[src/rtl/ti_sbox4_pipe.sv]
// ti_sbox4_pipe: two-stage registered threshold-implementation S-box layer.
//   NSBOX parallel 4-bit S-boxes, each carried in three shares. Stage 1
//   applies the quadratic share functions G_i, stage 2 applies F_i. The
//   unmasked S-box is S(x) = F(G(x)).
//   G(x): y0=x1, y1=x2, y2=x3, y3=x0^x1x2
//   F(y): s0=y0^y2y3, s1=y1, s2=y2, s3=y3
//   Valid/ready elastic flow control, 2-deep. Processed-block counter blk_cnt.
//   Optional macro TI_SBOX_REMASK_EN adds port rnd and refreshes the stage-2
//   shares with fresh randomness before they are registered.
module ti_sbox4_pipe #(
    parameter int NSBOX = 4,
    parameter int CNT_W = 16
) (
    input  logic                 clk,
    input  logic                 rst,
    input  logic                 in_valid,
    output logic                 in_ready,
    input  logic [4*NSBOX-1:0]   in_sh0,
    input  logic [4*NSBOX-1:0]   in_sh1,
    input  logic [4*NSBOX-1:0]   in_sh2,
    output logic                 out_valid,
    input  logic                 out_ready,
`ifdef TI_SBOX_REMASK_EN
    input  logic [8*NSBOX-1:0]   rnd,
`endif
    output logic [4*NSBOX-1:0]   out_sh0,
    output logic [4*NSBOX-1:0]   out_sh1,
    output logic [4*NSBOX-1:0]   out_sh2,
    output logic [CNT_W-1:0]     blk_cnt,
    output logic                 busy
);

    localparam int W = 4 * NSBOX;

    // Output share i of a quadratic function only ever sees shares u=(i+1)%3
    // and v=(i+2)%3. The linear part is taken from u; each product a*b is
    // split as a_u b_u ^ a_u b_v ^ a_v b_u, which summed over the three
    // output shares covers all nine cross terms exactly once.
    function automatic logic [3:0] g_share(input logic [3:0] u, input logic [3:0] v);
        logic [3:0] y;
        y[0] = u[1];
        y[1] = u[2];
        y[2] = u[3];
        y[3] = u[0] ^ (u[1] & u[2]) ^ (u[1] & v[2]) ^ (v[1] & u[2]);
        return y;
    endfunction

    function automatic logic [3:0] f_share(input logic [3:0] u, input logic [3:0] v);
        logic [3:0] s;
        s[0] = u[0] ^ (u[2] & u[3]) ^ (u[2] & v[3]) ^ (v[2] & u[3]);
        s[1] = u[1];
        s[2] = u[2];
        s[3] = u[3];
        return s;
    endfunction

    // Control state
    logic             s1_v_q, s1_v_d;
    logic             s2_v_q, s2_v_d;
    logic [CNT_W-1:0] blk_cnt_q, blk_cnt_d;

    // Share registers
    logic [W-1:0] s1_sh0_q, s1_sh1_q, s1_sh2_q;
    logic [W-1:0] s1_sh0_d, s1_sh1_d, s1_sh2_d;
    logic [W-1:0] s2_sh0_q, s2_sh1_q, s2_sh2_q;
    logic [W-1:0] s2_sh0_d, s2_sh1_d, s2_sh2_d;

    // Handshake terms
    logic s2_load;
    logic s1_adv;
    logic in_fire;
    logic out_fire;

    // Elastic handshake: s2 frees up when empty or draining, s1 follows.
    always_comb begin
        s2_load  = !s2_v_q || out_ready;
        s1_adv   = s1_v_q && s2_load;
        in_ready = !s1_v_q || s1_adv;
        in_fire  = in_valid && in_ready;
        out_fire = s2_v_q && out_ready;
    end

    // Next-state of valid bits and block counter.
    always_comb begin
        s1_v_d    = s1_v_q;
        s2_v_d    = s2_v_q;
        blk_cnt_d = blk_cnt_q;
        if (in_fire) begin
            s1_v_d = 1'b1;
        end else if (s1_adv) begin
            s1_v_d = 1'b0;
        end
        if (s2_load) begin
            s2_v_d = s1_v_q;
        end
        if (out_fire) begin
            blk_cnt_d = blk_cnt_q + 1'b1;
        end
    end

    // Stage-1 share functions G_i evaluated on the input shares.
    always_comb begin
        s1_sh0_d = '0;
        s1_sh1_d = '0;
        s1_sh2_d = '0;
        for (int k = 0; k < NSBOX; k++) begin
            s1_sh0_d[4*k +: 4] = g_share(in_sh1[4*k +: 4], in_sh2[4*k +: 4]);
            s1_sh1_d[4*k +: 4] = g_share(in_sh2[4*k +: 4], in_sh0[4*k +: 4]);
            s1_sh2_d[4*k +: 4] = g_share(in_sh0[4*k +: 4], in_sh1[4*k +: 4]);
        end
    end

    // Stage-2 share functions F_i on the stage-1 registers, with optional refresh.
    always_comb begin
        s2_sh0_d = '0;
        s2_sh1_d = '0;
        s2_sh2_d = '0;
        for (int k = 0; k < NSBOX; k++) begin
            s2_sh0_d[4*k +: 4] = f_share(s1_sh1_q[4*k +: 4], s1_sh2_q[4*k +: 4]);
            s2_sh1_d[4*k +: 4] = f_share(s1_sh2_q[4*k +: 4], s1_sh0_q[4*k +: 4]);
            s2_sh2_d[4*k +: 4] = f_share(s1_sh0_q[4*k +: 4], s1_sh1_q[4*k +: 4]);
        end
`ifdef TI_SBOX_REMASK_EN
        // r0 ^ r1 ^ (r0^r1) = 0, so the unmasked value is untouched.
        s2_sh0_d = s2_sh0_d ^ rnd[W-1:0];
        s2_sh1_d = s2_sh1_d ^ rnd[2*W-1:W];
        s2_sh2_d = s2_sh2_d ^ rnd[W-1:0] ^ rnd[2*W-1:W];
`endif
    end

    // Control registers; reset discards anything in flight.
    always_ff @(posedge clk or posedge rst) begin
        if (rst) begin
            s1_v_q    <= 1'b0;
            s2_v_q    <= 1'b0;
            blk_cnt_q <= '0;
        end else begin
            s1_v_q    <= s1_v_d;
            s2_v_q    <= s2_v_d;
            blk_cnt_q <= blk_cnt_d;
        end
    end

    // Stage-1 share registers: load only on input transfer, hold while stalled.
    always_ff @(posedge clk or posedge rst) begin
        if (rst) begin
            s1_sh0_q <= '0;
            s1_sh1_q <= '0;
            s1_sh2_q <= '0;
        end else if (in_fire) begin
            s1_sh0_q <= s1_sh0_d;
            s1_sh1_q <= s1_sh1_d;
            s1_sh2_q <= s1_sh2_d;
        end
    end

    // Stage-2 share registers: load only when stage 1 advances.
    always_ff @(posedge clk or posedge rst) begin
        if (rst) begin
            s2_sh0_q <= '0;
            s2_sh1_q <= '0;
            s2_sh2_q <= '0;
        end else if (s1_adv) begin
            s2_sh0_q <= s2_sh0_d;
            s2_sh1_q <= s2_sh1_d;
            s2_sh2_q <= s2_sh2_d;
        end
    end

    assign out_valid = s2_v_q;
    assign out_sh0   = s2_sh0_q;
    assign out_sh1   = s2_sh1_q;
    assign out_sh2   = s2_sh2_q;
    assign blk_cnt   = blk_cnt_q;
    assign busy      = s1_v_q | s2_v_q;

endmodule

[config.mk]
export PLATFORM = sky130hd
export DESIGN_NAME = ti_sbox4_pipe
export DESIGN_NICKNAME = d
export VERILOG_FILES = /design/src/rtl/ti_sbox4_pipe.sv
export SDC_FILE = /design/constraint.sdc
export NUM_CORES = 1
export LEC_CHECK = 0
export ABC_AREA = 1
export BUFFER_PORTS_ARGS = -buffer_cell sky130_fd_sc_hd__buf_2
export CORE_UTILIZATION = 50
export CTS_CLUSTER_DIAMETER = 200
export CTS_CLUSTER_SIZE = 28
export DETAILED_ROUTE_END_ITERATION = 6
export GPL_TIMING_DRIVEN = 0
export MAX_ROUTING_LAYER = met4
export PLACE_DENSITY = 0.81
export SLEW_MARGIN = 30
export SYNTH_ARGS = -nofsm -noshare
export SYNTH_HDL_FRONTEND = slang
export SYNTH_SLANG_ARGS = --single-unit
export TNS_END_PERCENT = 50
[constraint.sdc]
create_clock -name clk -period 3.45 [get_ports clk]
set_input_delay 0.1725 -clock clk [delete_from_list [all_inputs] [get_ports clk]]
set_output_delay 0.1725 -clock clk [all_outputs]
set_load 0.05 [all_outputs]
# [Yosys cells after proc, flatten, opt, wreduce, memory -nomap -nowiden]
# Cells that the tools add are included.
[classes] add_sub_neg=1 mux=2 n_bitwise=145 n_reduce_logical=8
[op_table] cell="bitwise AND 1 bit" n=72
[op_table] cell="bitwise XOR 1 bit" n=72
[op_table] cell="adder 16 x 1 -> 16 bit (second input constant)" n=1
[op_table] cell="logical AND 1 bit" n=3
[op_table] cell="zero test 1 bit" n=2
[op_table] cell="logical OR 1 bit" n=2
[op_table] cell="2-to-1 mux 1 bit" n=2
[op_table] cell="nonzero test 2 bit" n=1
[op_table] cell="OR 1 bit" n=1
[totals] ff_bits=114 inputBits=52 output_inout_bits=67

# [Depth between registers and ports, before layout]
# Gate-level depths: netlist of run 1.
[logic_depth] depth_word=6 mapped_depth=8

# [Worst setup path before layout of run 1]
# Ideal clock, no wire load.
[synth_path] path_type="register to register" start="register s2_v_q, in the netlist out_valid" end="register s1_sh1_q[12]" setup_time_ns=0.121 arrival_time_ns=1.724 required_time_ns=3.329 slack_ns=1.605 stages_incl_launch_ff=8 cell_sequence="dfrtp_1 nand3_2 nand2_2 inv_2 buf_6 buf_4 nand2_1 o21ai_1"
[synth_between] elab_chain_cells=5
[synth_lines] item="start, declared" line_no="59" rtl="logic s2_v_q, s2_v_d;"
[synth_lines] item="start signal, assigned" line_no="139" rtl="s2_v_q <= s2_v_d;"
[synth_lines] item="zero test 1 bit" line_no="76" rtl="s2_load = !s2_v_q || out_ready;"
[synth_lines] item="logical OR 1 bit" line_no="76"
[synth_lines] item="logical AND 1 bit" line_no="77" rtl="s1_adv = s1_v_q && s2_load;"
[synth_lines] item="logical OR 1 bit" line_no="78" rtl="in_ready = !s1_v_q || s1_adv;"
[synth_lines] item="net in_ready" line_no="17" rtl="output logic in_ready,"
[synth_lines] item="logical AND 1 bit" line_no="79" rtl="in_fire = in_valid && in_ready;"
[synth_lines] item="end signal, assigned" line_no="152" rtl="s1_sh1_q <= s1_sh1_d;"
[synth_lines] item="end, declared" line_no="63" rtl="logic [W-1:0] s1_sh0_q, s1_sh1_q, s1_sh2_q;"
# The timed path passes the listed nets, and every way through them passes these cells.
# A chain may end at the register's enable or synchronous reset.

# [Worst setup path in the final report of run 1]
[layout_path] start="register s2_v_q, in the netlist out_valid" end="output port busy"
[layout_between] elab_chain_cells=1
[layout_lines] item="OR 1 bit" line_no="175" rtl="assign busy = s1_v_q | s2_v_q;"
[layout_lines] item="end, declared" line_no="30" rtl="output logic busy"
# Every way passes these cells.

==> out/metrics.cfg, run 1 <==
[global_routing]
globalRouteOverflowTotal = 0
grt_pass1_vias = 5127
grt_max_degree = 73
grt_pass1_wl_um = 24050
antenna_found_initial = 0
grt_usage_pct = 28.12

[job]
drv_cap = 0

[timing]
min_period_ns = 1.671
rsz0062_at_grt = no
period_share_pct = 48.43
relSlewSlack_pct = 61.15
setup_tns_ns = 0
setup_viol = 0
maxSlewViolCount = 0
fmax_mhz = 598.5
hold_viol = 0
worstMarginPinSlew_ns = 0.5827
hold_ws_ns = 0.04863
finalClockSkew_ns = 0.009613

[route]
vias = 5248
drt_pass1_iterations = 7
wl_per_cell_um = 14.01
wl_um = 14790
drc = 0
antenna_left = 0
routed_via_density = 4.970
drt-initial-drc-count = 324

[die]
start_util_pct = 51.46
num_rows = 38
pin_count = 119
core_um2 = 10890
die_area_um2 = 11630
die_w_um = 107.9
die_h_um = 107.9

[worst_setup_path]
reg2reg_from = out_valid
r2r_end = out_sh1[8]
path_max_fanout = 5
reg2reg_depth = 7
r2r_slack_ns = 1.93
critPathLaunchType = register
required_ns = 3.28
crit_arrival_ns = 1.50
endpoint_kind = output pin
crit_end = busy
cp-startpoint = out_valid
path_class = reg2out

[placed_design]
dpl.cell_count = 986
port_buffers = 118
gp_congestion = 0.9031
hpwl_um = 9687

[power_and_ir_drop]
power.switching_uw = 2324
p_per_area_nw_per_um2 = 752.5
p_leak_uw = 0.004082
ir_drop_uv = 414.9
power.total_uw = 5549
pwr-share-comb_pct = 34.6
seq_power_share_pct = 34.2
clock_power_share_pct = 31.2
p_sw_share_pct = 41.88
intPower_uw = 3225

[yosys]
ys.warnings.count = 0
syn_nets = 780
synthCells = 727
synthTopCellsByCount = 280 x nand2_1, 114 x dfrtp_1, 99 x inv_1, 54 x nor2_1, 35 x o21ai_1
synth_largest_area_cell = dfrtp_1
syn_area_per_cell_um2 = 7.707
yosysMostFrequentCell = nand2_1
synth_edf_count = 0
ys_seq_area_share_pct = 50.92
synthTopCellsByArea = dfrtp_1 51%, nand2_1 19%, inv_1 6.6%
synth_cell_type_count = 25
ys.flop_type = dfrtp_1
synth_top_area_share_pct = 50.92
syn_area_um2 = 5603
async_flop_share_pct = 100.0
ys_ff_latch = 114

[layout]
num_antenna_cells = 0
finalNetCount = 956
finalNonFillerCells = 1056
drive_above_1_share_pct = 21.40
syn2layout_area_growth_pct = 31.62

[clocking]
clk_latency_ns = 0.51
cts_sinks = 114
path_clk_slew_ns = 0.06
root_buffer = clkbuf_8
postCtsResizedCells = 0
cts_buffers = 17
cts.path.max_buffers = 2
cts_tree = done
htree_levels = 4

[min_path]
hold_path_class = in2reg
hp-start = in_valid

[run_status]
outcome = finished, final reports clean

[power by group through the flow]
stage                     Sequential, µW  Combinational [µW]  Clock [µW]
after floorplan                     2660                 609           0
after global placement              1900                1840           0
after detailed placement            1910                1870           0
after CTS                           1890                1920        1750
after global routing                1930                2060        1820
final                               1900                1920        1730
[state kept, by name, summed over array words and instances (netlist names)]
signal and flops:
blk_cnt 16, out_sh0 16, out_sh1 16, out_sh2 16, s1_sh0_q 16, s1_sh1_q 16, s1_sh2_q 16, out_valid 1
s1_v_q 1
[placed cells by master (no fill, tap or decap), drive strengths merged]
| cell type | synthesis | routed |
|---|---|---|
| nor3 | 5 | 5 |
| ha | 1 | 1 |
| or2 | 13 | 13 |
| inv | 102 | 107 |
| o21ai | 61 | 61 |
| nor2 | 57 | 57 |
| bufinv | 0 | 2 |
| clkinv | 0 | 6 |
| nand3 | 31 | 31 |
| xnor2 | 7 | 7 |
| nand4 | 5 | 5 |
| dfrtp | 114 | 114 |
| nand2 | 283 | 283 |
| clkbuf | 1 | 20 |
| buf | 19 | 138 |
| nand3b | 1 | 1 |
| xor2 | 27 | 27 |
| dlygate4sd3 | 0 | 38 |
[final cells by class]
type	count	area (µm²)
Timing Repair Buffer	157	998.5
Tap cell	140	175.2
Multi-Input combinational cell	491	2245
Clock buffer	19	441.7
Fill cell	881	3513
Clock inverter	13	148.9
Sequential cell	114	2853
Inverter	102	390.4
Buffer	20	122.6
[logic make-up after synthesis]
family | after synthesis | synth area share (%)
AND/OR/NAND/NOR | 395 | 28.94
flip-flops | 114 | 50.92
adder cells (fa/ha/maj) | 1 | 0.2233
AO/OA/AOI/OAI | 61 | 5.449
XOR/XNOR | 34 | 5.449
buffers and inverters | 122 | 9.022
[critical path: stages, from the launching register on]
cell and delay, ns:
dfrtp_1 0.44, or2_2 0.33, buf_2 0.22
[worst min-delay path by stage]
stage	slack (ns)	depth (start not counted)	endpoint
after floorplan	0.28	2	s1_sh0_q[13]
after global placement	0.38	3	s1_sh0_q[10]
after detailed placement	0.18	2	out_sh0[15]
after CTS	0.04	4	s1_sh0_q[8]
after global routing	0.08	4	s1_sh0_q[8]
final	0.05	4	s1_sh0_q[8]
[per-stage QoR]
| step | setup slack, ns | area (µm²) | utilization, % |
|---|---|---|---|
| 2_1_floorplan | 0.2618 | 5603 | - |
| 3_3_place_gp | -1.005 | 6369 | 58.49 |
| 3_5_place_dp | 1.996 | 6404 | 58.81 |
| 4_1_cts | 1.771 | 7375 | 67.73 |
| 5_1_grt | 1.736 | 7375 | 67.73 |
| 6_report | 1.779 | 7375 | 67.73 |
[metal layers]
| metal | wire length [µm] | GRT usage, % | up-vias |
|---|---|---|---|
| li1 | - | - | 2563 |
| met1 | 6074 | 33.32 | 2434 |
| met2 | 7260 | 47.02 | 204 |
| met3 | 957 | 4.964 | 47 |
| met4 | 500 | 12.33 | 0 |
| met5 | 0 | - | - |
[what timing repair did]
action / CTS / global route
hold endpoints to repair: 79 / 0
hold buffers: 38 / 0
setup buffers: 0 / 0
No activity file was read; power rests on OpenSTA's default activity.
==> run 2, diff against run 1 <==
==> constraint.sdc (replaced) <==
create_clock -name clk -period 1.6 [get_ports clk]
set_input_delay 0.08 -clock clk [delete_from_list [all_inputs] [get_ports clk]]
set_output_delay 0.08 -clock clk [all_outputs]
set_load 0.05 [all_outputs]
==> run 2 against run 1 <==
  * Hold slack lost 0.011 ns
  * Critical path type unchanged
  * Largest cell class unchanged
  * Sequential power grew 120%
  * Register-to-register slack lost 1.8 ns
==> out/metrics.cfg, run 2 (synthesis gave the netlist of run 1 again) <==
[clocking]
cts.path.max_buffers = 2  ; unchanged
htree_levels = 4  ; unchanged
path_clk_slew_ns = 0.06  ; about the same
cts_tree = done  ; unchanged
clk_latency_ns = 0.51  ; about the same
cts_sinks = 114  ; unchanged
root_buffer = clkbuf_8  ; unchanged
post-cts-setup-buffers = 0  ; unchanged
cts_buffers = 17  ; unchanged

[worst_setup_path]
cp-startpoint = out_valid  ; unchanged
reg2reg_depth = 7  ; unchanged
r2r_end = out_sh2[9]  ; was out_sh1[8]
endpoint_kind = output pin  ; unchanged
critPathLaunchType = register  ; unchanged
reg2reg_from = out_valid  ; unchanged
required_ns = 1.52  ; was 3.28 ns
path_class = reg2out  ; unchanged
r2r_slack_ns = 0.14  ; was 1.93 ns
path_max_fanout = 5  ; unchanged
crit_end = busy  ; unchanged
crit_arrival_ns = 1.47  ; was 1.50 ns

[layout]
finalNetCount = 960  ; was 956
multi_input_area_um2 = 2245  ; unchanged
num_antenna_cells = 0  ; unchanged
fillers = 840  ; was 881
syn2layout_area_growth_pct = 33.61  ; was 31.62%
ff_latch_area_um2 = 2854  ; was 2853 µm²
final_common_cell = nand2_1  ; unchanged
final_cell_mix = 280 x nand2_1, 132 x buf_2, 113 x dfrtp_1  ; was 280 x nand2_1, 132 x buf_2, 114 x dfrtp_1
fin_util_pct = 68.75  ; was 67.73%
drive_above_1_share_pct = 21.52  ; was 21.40%

[timing]
maxSlewViolCount = 0  ; unchanged
fin_ws_ns = 0.04673  ; was 1.779 ns
setup_viol = 0  ; unchanged
relSlewSlack_pct = 63.66  ; was 61.15%
min_period_ns = 1.553
finalClockSkew_ns = 0.009621  ; was 0.009613 ns
worstMarginPinSlew_ns = 0.5450  ; was 0.5827 ns
fmax_mhz = 643.8
hold_ws_ns = 0.03762  ; was 0.04863 ns
hold_viol = 0  ; unchanged
period_share_pct = 97.08
setup_tns_ns = 0  ; unchanged
rsz0062_at_grt = no  ; unchanged

[power_and_ir_drop]
p_per_area_nw_per_um2 = 1639  ; was 752.5 nW/µm²
p_sw_share_pct = 40.72  ; was 41.88%
intPower_uw = 7271  ; was 3225 µW
ir_drop_uv = 978.2  ; was 414.9 µV
power.switching_uw = 4996  ; was 2324 µW
pwr-share-comb_pct = 34.1  ; was 34.6%
p_leak_uw = 0.004111  ; was 0.004082 µW
seq_power_share_pct = 33.4  ; was 34.2%
clock_power_share_pct = 32.6  ; was 31.2%

[route]
routed_via_density = 5.028  ; was 4.970
vias = 5330  ; was 5248
drt_pass1_iterations = 5  ; was 7
wl_um = 15510  ; was 14790 µm
drt-initial-drc-count = 342  ; was 324
antenna_left = 0  ; unchanged
wl_per_cell_um = 14.63  ; was 14.01 µm
drc = 0  ; unchanged

[die]
die_h_um = 107.9  ; unchanged
pin_count = 119  ; unchanged
die_area_um2 = 11630  ; unchanged
die_w_um = 107.9  ; unchanged
core_um2 = 10890  ; unchanged
start_util_pct = 51.46  ; unchanged
num_rows = 38  ; unchanged

[placed_design]
dp_slack_ns = 0.1491  ; was 1.996 ns
port_buffers = 118  ; unchanged
gp_congestion = 0.9325  ; was 0.9031
hpwl_um = 10250  ; was 9687 µm

[global_routing]
globalRouteOverflowTotal = 0  ; unchanged
grt_max_degree = 31  ; was 73
grt_usage_pct = 29.30  ; was 28.12%
antenna_found_initial = 0  ; unchanged
grt_pass1_vias = 5130  ; was 5127
grt_pass1_wl_um = 24940  ; was 24050 µm

[min_path]
hp-start = in_sh1[8]  ; was in_valid
hold_path_class = in2reg  ; unchanged

[run_status]
outcome = finished, final reports clean  ; unchanged

[job]
drv_cap = 0  ; unchanged

-- run 2: cell count changes in the layout (fill, tap and decap cells not counted), sizes merged --
cell | before | now
inv | 107 | 102
clkinvlp | 0 | 4
clkinv | 6 | 3
bufinv | 2 | 4
buf | 138 | 141
dlygate4sd3 | 38 | 39
clkbuf | 20 | 22
-- run 2: stage by stage --
stage / instance area [µm²] / total power [µW] / cells
after global routing: 7486 / 12820 / 1060
after CTS: 7485 / 12270 / 1060
after floorplan: 5607 / 7054 / 727
after global placement: 6372 / 8065 / 985
final: 7486 / 12270 / 1060
after detailed placement: 6467 / 8177 / 989
-- run 2: repair_timing --
item	in CTS	in global routing
hold endpoints to repair	105	0
hold buffers	39	0
endpoints found under the setup margin	0	1
resized for setup	0	1
-- run 2: per-layer routing --
metal,vias to the layer above,global-route usage (%),share of wire [%],wire (µm)
li1,2564,-,-,-
met1,2488,35.71,40,6259
met2,241,48.35,51,7857
met3,37,5.024,6.6,1024
met4,0,12.04,2.4,369
met5,-,-,0,0
-- run 2: power by group through the flow --
stage | Sequential, µW | Clock, µW | Combinational, µW
3_5_place_dp | 4110 | 0 | 4070
6_report | 4090 | 3990 | 4180
5_1_grt | 4180 | 4150 | 4490
2_1_floorplan | 5740 | 0 | 1310
3_3_place_gp | 4110 | 0 | 3960
4_1_cts | 4080 | 4010 | 4180
-- run 2: critical path: stages (launching register included) --
cell and delay (ns):
dfrtp_2 0.44, or2_2 0.31, buf_2 0.22
-- run 2: worst min path at each step --
stage          slack, ns  cells past startpoint           end
6_report            0.04                      6  s1_sh0_q[11]
5_1_grt             0.07                      6   s1_sh0_q[3]
4_1_cts            0.008                      6  s1_sh0_q[11]
3_5_place_dp        0.13                      2    blk_cnt[7]
3_3_place_gp        0.29                      3  s1_sh0_q[10]
2_1_floorplan       0.19                      2  s1_sh0_q[13]
-- run 2: final cells by class --
cell class,count,share of cell area (%)
clock buffer,21,6.000
sequential,114,38.12
tap,140,2.340
clock inverter,11,2.373
inverter,102,5.165
timing repair buffer,161,14.37
buffer,20,1.638
multi-input combinational,491,29.98
==> run 3, diff against run 2 <==
--- a/config.mk
+++ b/config.mk
@@ -5,10 +5,8 @@
 export SDC_FILE = /design/constraint.sdc
 export NUM_CORES = 1
 export LEC_CHECK = 0
-export ABC_AREA = 1
 export BUFFER_PORTS_ARGS = -buffer_cell sky130_fd_sc_hd__buf_2
 export CORE_UTILIZATION = 50
-export CTS_CLUSTER_DIAMETER = 200
 export CTS_CLUSTER_SIZE = 28
 export DETAILED_ROUTE_END_ITERATION = 6
 export GPL_TIMING_DRIVEN = 0
==> run 3 against run 2 <==
  * Clock skew is 0.0026 ns lower
  * Via count is 9.8% lower
  * Area after synthesis is 1.4% lower
  * Highest routed layer unchanged
  * Sequential power is 1% lower
  * Largest power group is now registers
  * First-iteration DRC count is 21% lower
==> out/metrics.cfg, run 3 <==
[yosys]
synth_compound_area_share_pct = 8.309  ; was 5.449%
synth_cell_type_count = 42  ; was 25
yosysMostFrequentCell = nand2_1  ; unchanged
synthAdderAreaFrac_pct = 0.2264  ; was 0.2233%
synthTopCellsByArea = dfrtp_1 52%, nand2_1 9.6%, mux2_2 8.6%  ; was dfrtp_1 51%, nand2_1 19%, inv_1 6.6%
ys_seq_area_share_pct = 51.62  ; was 50.92%
ys.warnings.count = 0  ; unchanged
async_flop_share_pct = 100.0  ; unchanged
synth_largest_area_cell = dfrtp_1  ; unchanged
ys.flop_type = dfrtp_1  ; unchanged
synth_edf_count = 0  ; unchanged
muxShareOfSynthArea_pct = 9.169  ; was 0%
synthTopCellsByCount = 142 x nand2_1, 114 x dfrtp_1, 42 x mux2_2, 21 x nor2b_1  ; was 280 x nand2_1, 114 x dfrtp_1, 99 x inv_1, 54 x nor2_1, 35 x o21ai_1
syn_area_per_cell_um2 = 10.57  ; was 7.707 µm²
synthCells = 523  ; was 727
yosys.area_share.simple_pct = 23.12  ; was 28.94%
syn_area_um2 = 5527  ; was 5603 µm²
syn_nets = 576  ; was 780
synth_top_area_share_pct = 51.62  ; was 50.92%
ys_ff_latch = 114  ; unchanged
synth_top_family_by_area = simple AND/OR/NAND/NOR gates  ; unchanged
synth-xor-area-share_pct = 4.596  ; was 5.449%

[clocking]
cts_buffers = 17  ; unchanged
cts_sinks = 114  ; unchanged
cts.path.max_buffers = 2  ; unchanged
htree_levels = 4  ; unchanged
cts_tree = done  ; unchanged
path_clk_slew_ns = 0.05  ; was 0.06 ns
post-cts-setup-buffers = 0  ; unchanged
root_buffer = clkbuf_8  ; unchanged
clk_latency_ns = 0.53  ; was 0.51 ns

[power_and_ir_drop]
ir_drop_uv = 906.6  ; was 978.2 µV
p_leak_uw = 0.003612  ; was 0.004111 µW
p_per_area_nw_per_um2 = 1550  ; was 1639 nW/µm²

[timing]
setup_viol = 0  ; unchanged
finalClockSkew_ns = 0.007057  ; was 0.009621 ns
rsz0062_at_grt = yes  ; was no
hold_viol = 0  ; unchanged
fmax_mhz = 629.0  ; was 643.8 MHz
period_share_pct = 99.36  ; was 97.08%
setup_tns_ns = 0  ; unchanged
min_period_ns = 1.590  ; was 1.553 ns
maxSlewViolCount = 0  ; unchanged
worstMarginPinSlew_ns = 0.4375  ; was 0.5450 ns
relSlewSlack_pct = 70.77  ; was 63.66%

[worst_setup_path]
required_ns = 1.52  ; about the same
slowest_stage = dfrtp_2  ; unchanged
critPathLaunchType = register  ; unchanged
cpPeakStageDelay_ns = 0.45  ; was 0.44 ns
path_class = reg2out  ; unchanged
endpoint_kind = output pin  ; unchanged
reg2reg_from = s1_sh0_q[14]  ; was out_valid
path_max_fanout = 8  ; was 5
crit_arrival_ns = 1.51  ; was 1.47 ns
crit_chain = or2_2 > buf_2  ; unchanged
cp-startpoint = out_valid  ; unchanged

[die]
core_um2 = 10790  ; was 10890 µm²
die_w_um = 107.1  ; was 107.9 µm
die_area_um2 = 11480  ; was 11630 µm²
pin_count = 119  ; unchanged
num_rows = 38  ; unchanged
start_util_pct = 51.21  ; was 51.46%
die_h_um = 107.1  ; was 107.9 µm

[route]
drc = 0  ; unchanged
routed_via_density = 5.537  ; was 5.028
vias = 4806  ; was 5330
drt_pass1_iterations = 5  ; unchanged
wl_per_cell_um = 17.35  ; was 14.63 µm
antenna_left = 0  ; unchanged
wl_um = 15060  ; was 15510 µm
drt-initial-drc-count = 270  ; was 342

[placed_design]
port_buffers = 118  ; unchanged
place_area_um2 = 6391  ; was 6467 µm²
gp_congestion = 0.8052  ; was 0.9325
hpwl_um = 9829  ; was 10250 µm

[layout]
finalNetCount = 768  ; was 960
num_antenna_cells = 0  ; unchanged
final_common_cell = nand2_1  ; unchanged
fin_util_pct = 70.03  ; was 68.75%
final_cell_mix = 142 x nand2_1, 119 x buf_2, 112 x dfrtp_1  ; was 280 x nand2_1, 132 x buf_2, 113 x dfrtp_1
finalInstanceArea_um2 = 7559  ; was 7486 µm²
syn2layout_area_growth_pct = 36.77  ; was 33.61%
drive_above_1_share_pct = 32.28  ; was 21.52%

[global_routing]
grt_max_degree = 30  ; was 31
grt_pass1_wl_um = 24250  ; was 24940 µm
antenna_found_initial = 0  ; unchanged
grt_usage_pct = 28.91  ; was 29.30%
grt_pass1_vias = 4863  ; was 5130
globalRouteOverflowTotal = 0  ; unchanged

[min_path]
hold_path_class = in2async  ; was in2reg

[run_status]
outcome = finished, final reports clean  ; unchanged

[job]
drv_cap = 0  ; unchanged

[run 3: cell types whose count changed in the layout (fill, tap and decap cells not counted), moves of 10 or more]
cell	change
nand3_1	-10
xor2_1	-12
buf_2	-13
nor2b_1	+21
inv_1	-92
nor2_1	-52
dlygate4sd3_1	+12
or2_2	-11
nand2_1	-138
mux2_2	+42
o21ai_1	-28
[run 3: cell type report]
cell class / instances / area, µm²
flip-flops and latches: 114 / 2855
clock buffers: 24 / 490.5
clock inverters: 8 / 147.6
plain buffers: 17 / 145.1
fillers: 765 / 3234
repair buffers: 173 / 1199
well taps: 140 / 175.2
inverters: 7 / 30.03
multi-input cells: 385 / 2516
[run 3: critical path, delay by kind of cell, from the launching register on]
kind	cells	cell delay, ns
DFF	1	0.45
buffers and inverters	1	0.22
and+or+nand+nor	1	0.32
[run 3: cells by family after synthesis]
kind of cell               Yosys count
buffers and inverters               24
and+or+nand+nor                    249
AOI/OAI and AO/OA                   61
DFF                                114
muxes                               45
xor gates and xnor gates            29
adders and majority gates            1
[run 3: where the power goes]
| group | internal (µW) | leakage, µW | switching, µW |
|---|---|---|---|
| clock | 2730 | 0.000304 | 1290 |
| combinational | 1140 | 0.00190 | 2520 |
| sequential | 3490 | 0.00141 | 538 |
| total | 7370 | 0.00361 | 4350 |
[run 3: metal layers]
layer,routed length [µm],track usage [%],vias to the layer above
met5,0,-,-
met1,5716,32.65,2324
met3,1077,7.234,57
li1,-,-,2218
met2,7615,46.87,207
met4,647,16.54,0
[run 3: final timing paths]
path,to,slack (ns),cells past startpoint
max reg2reg,out_sh2[12],0.07,4
max,busy,0.01,2
min reg2reg,blk_cnt[15],0.47,1
max in group asynchronous,out_sh1[8],0.41,7
min in group clk,s1_sh2_q[10],0.28,4
min,blk_cnt[15],0.11,3
[run 3: what timing repair did]
item / in CTS / in global routing
hold buffers: 51 / 0
endpoints found under the setup margin: 2 / 21
gates resized for setup: 2 / 5
endpoints found under the hold margin: 92 / 0
pin swaps: 0 / 0
[run 3: through the flow]
stage	cells	hold WS [ns]	total power [µW]	worst slack [ns]
global placement	781	0.2703	7416	-0.5488
global route	868	0.1421	12190	-0.02672
detailed placement	785	0.1007	7589	0.04584
finish	868	0.1128	11710	0.01019
CTS	868	0.1082	11730	0.005042
floorplan	523	0.1854	6585	-0.05106
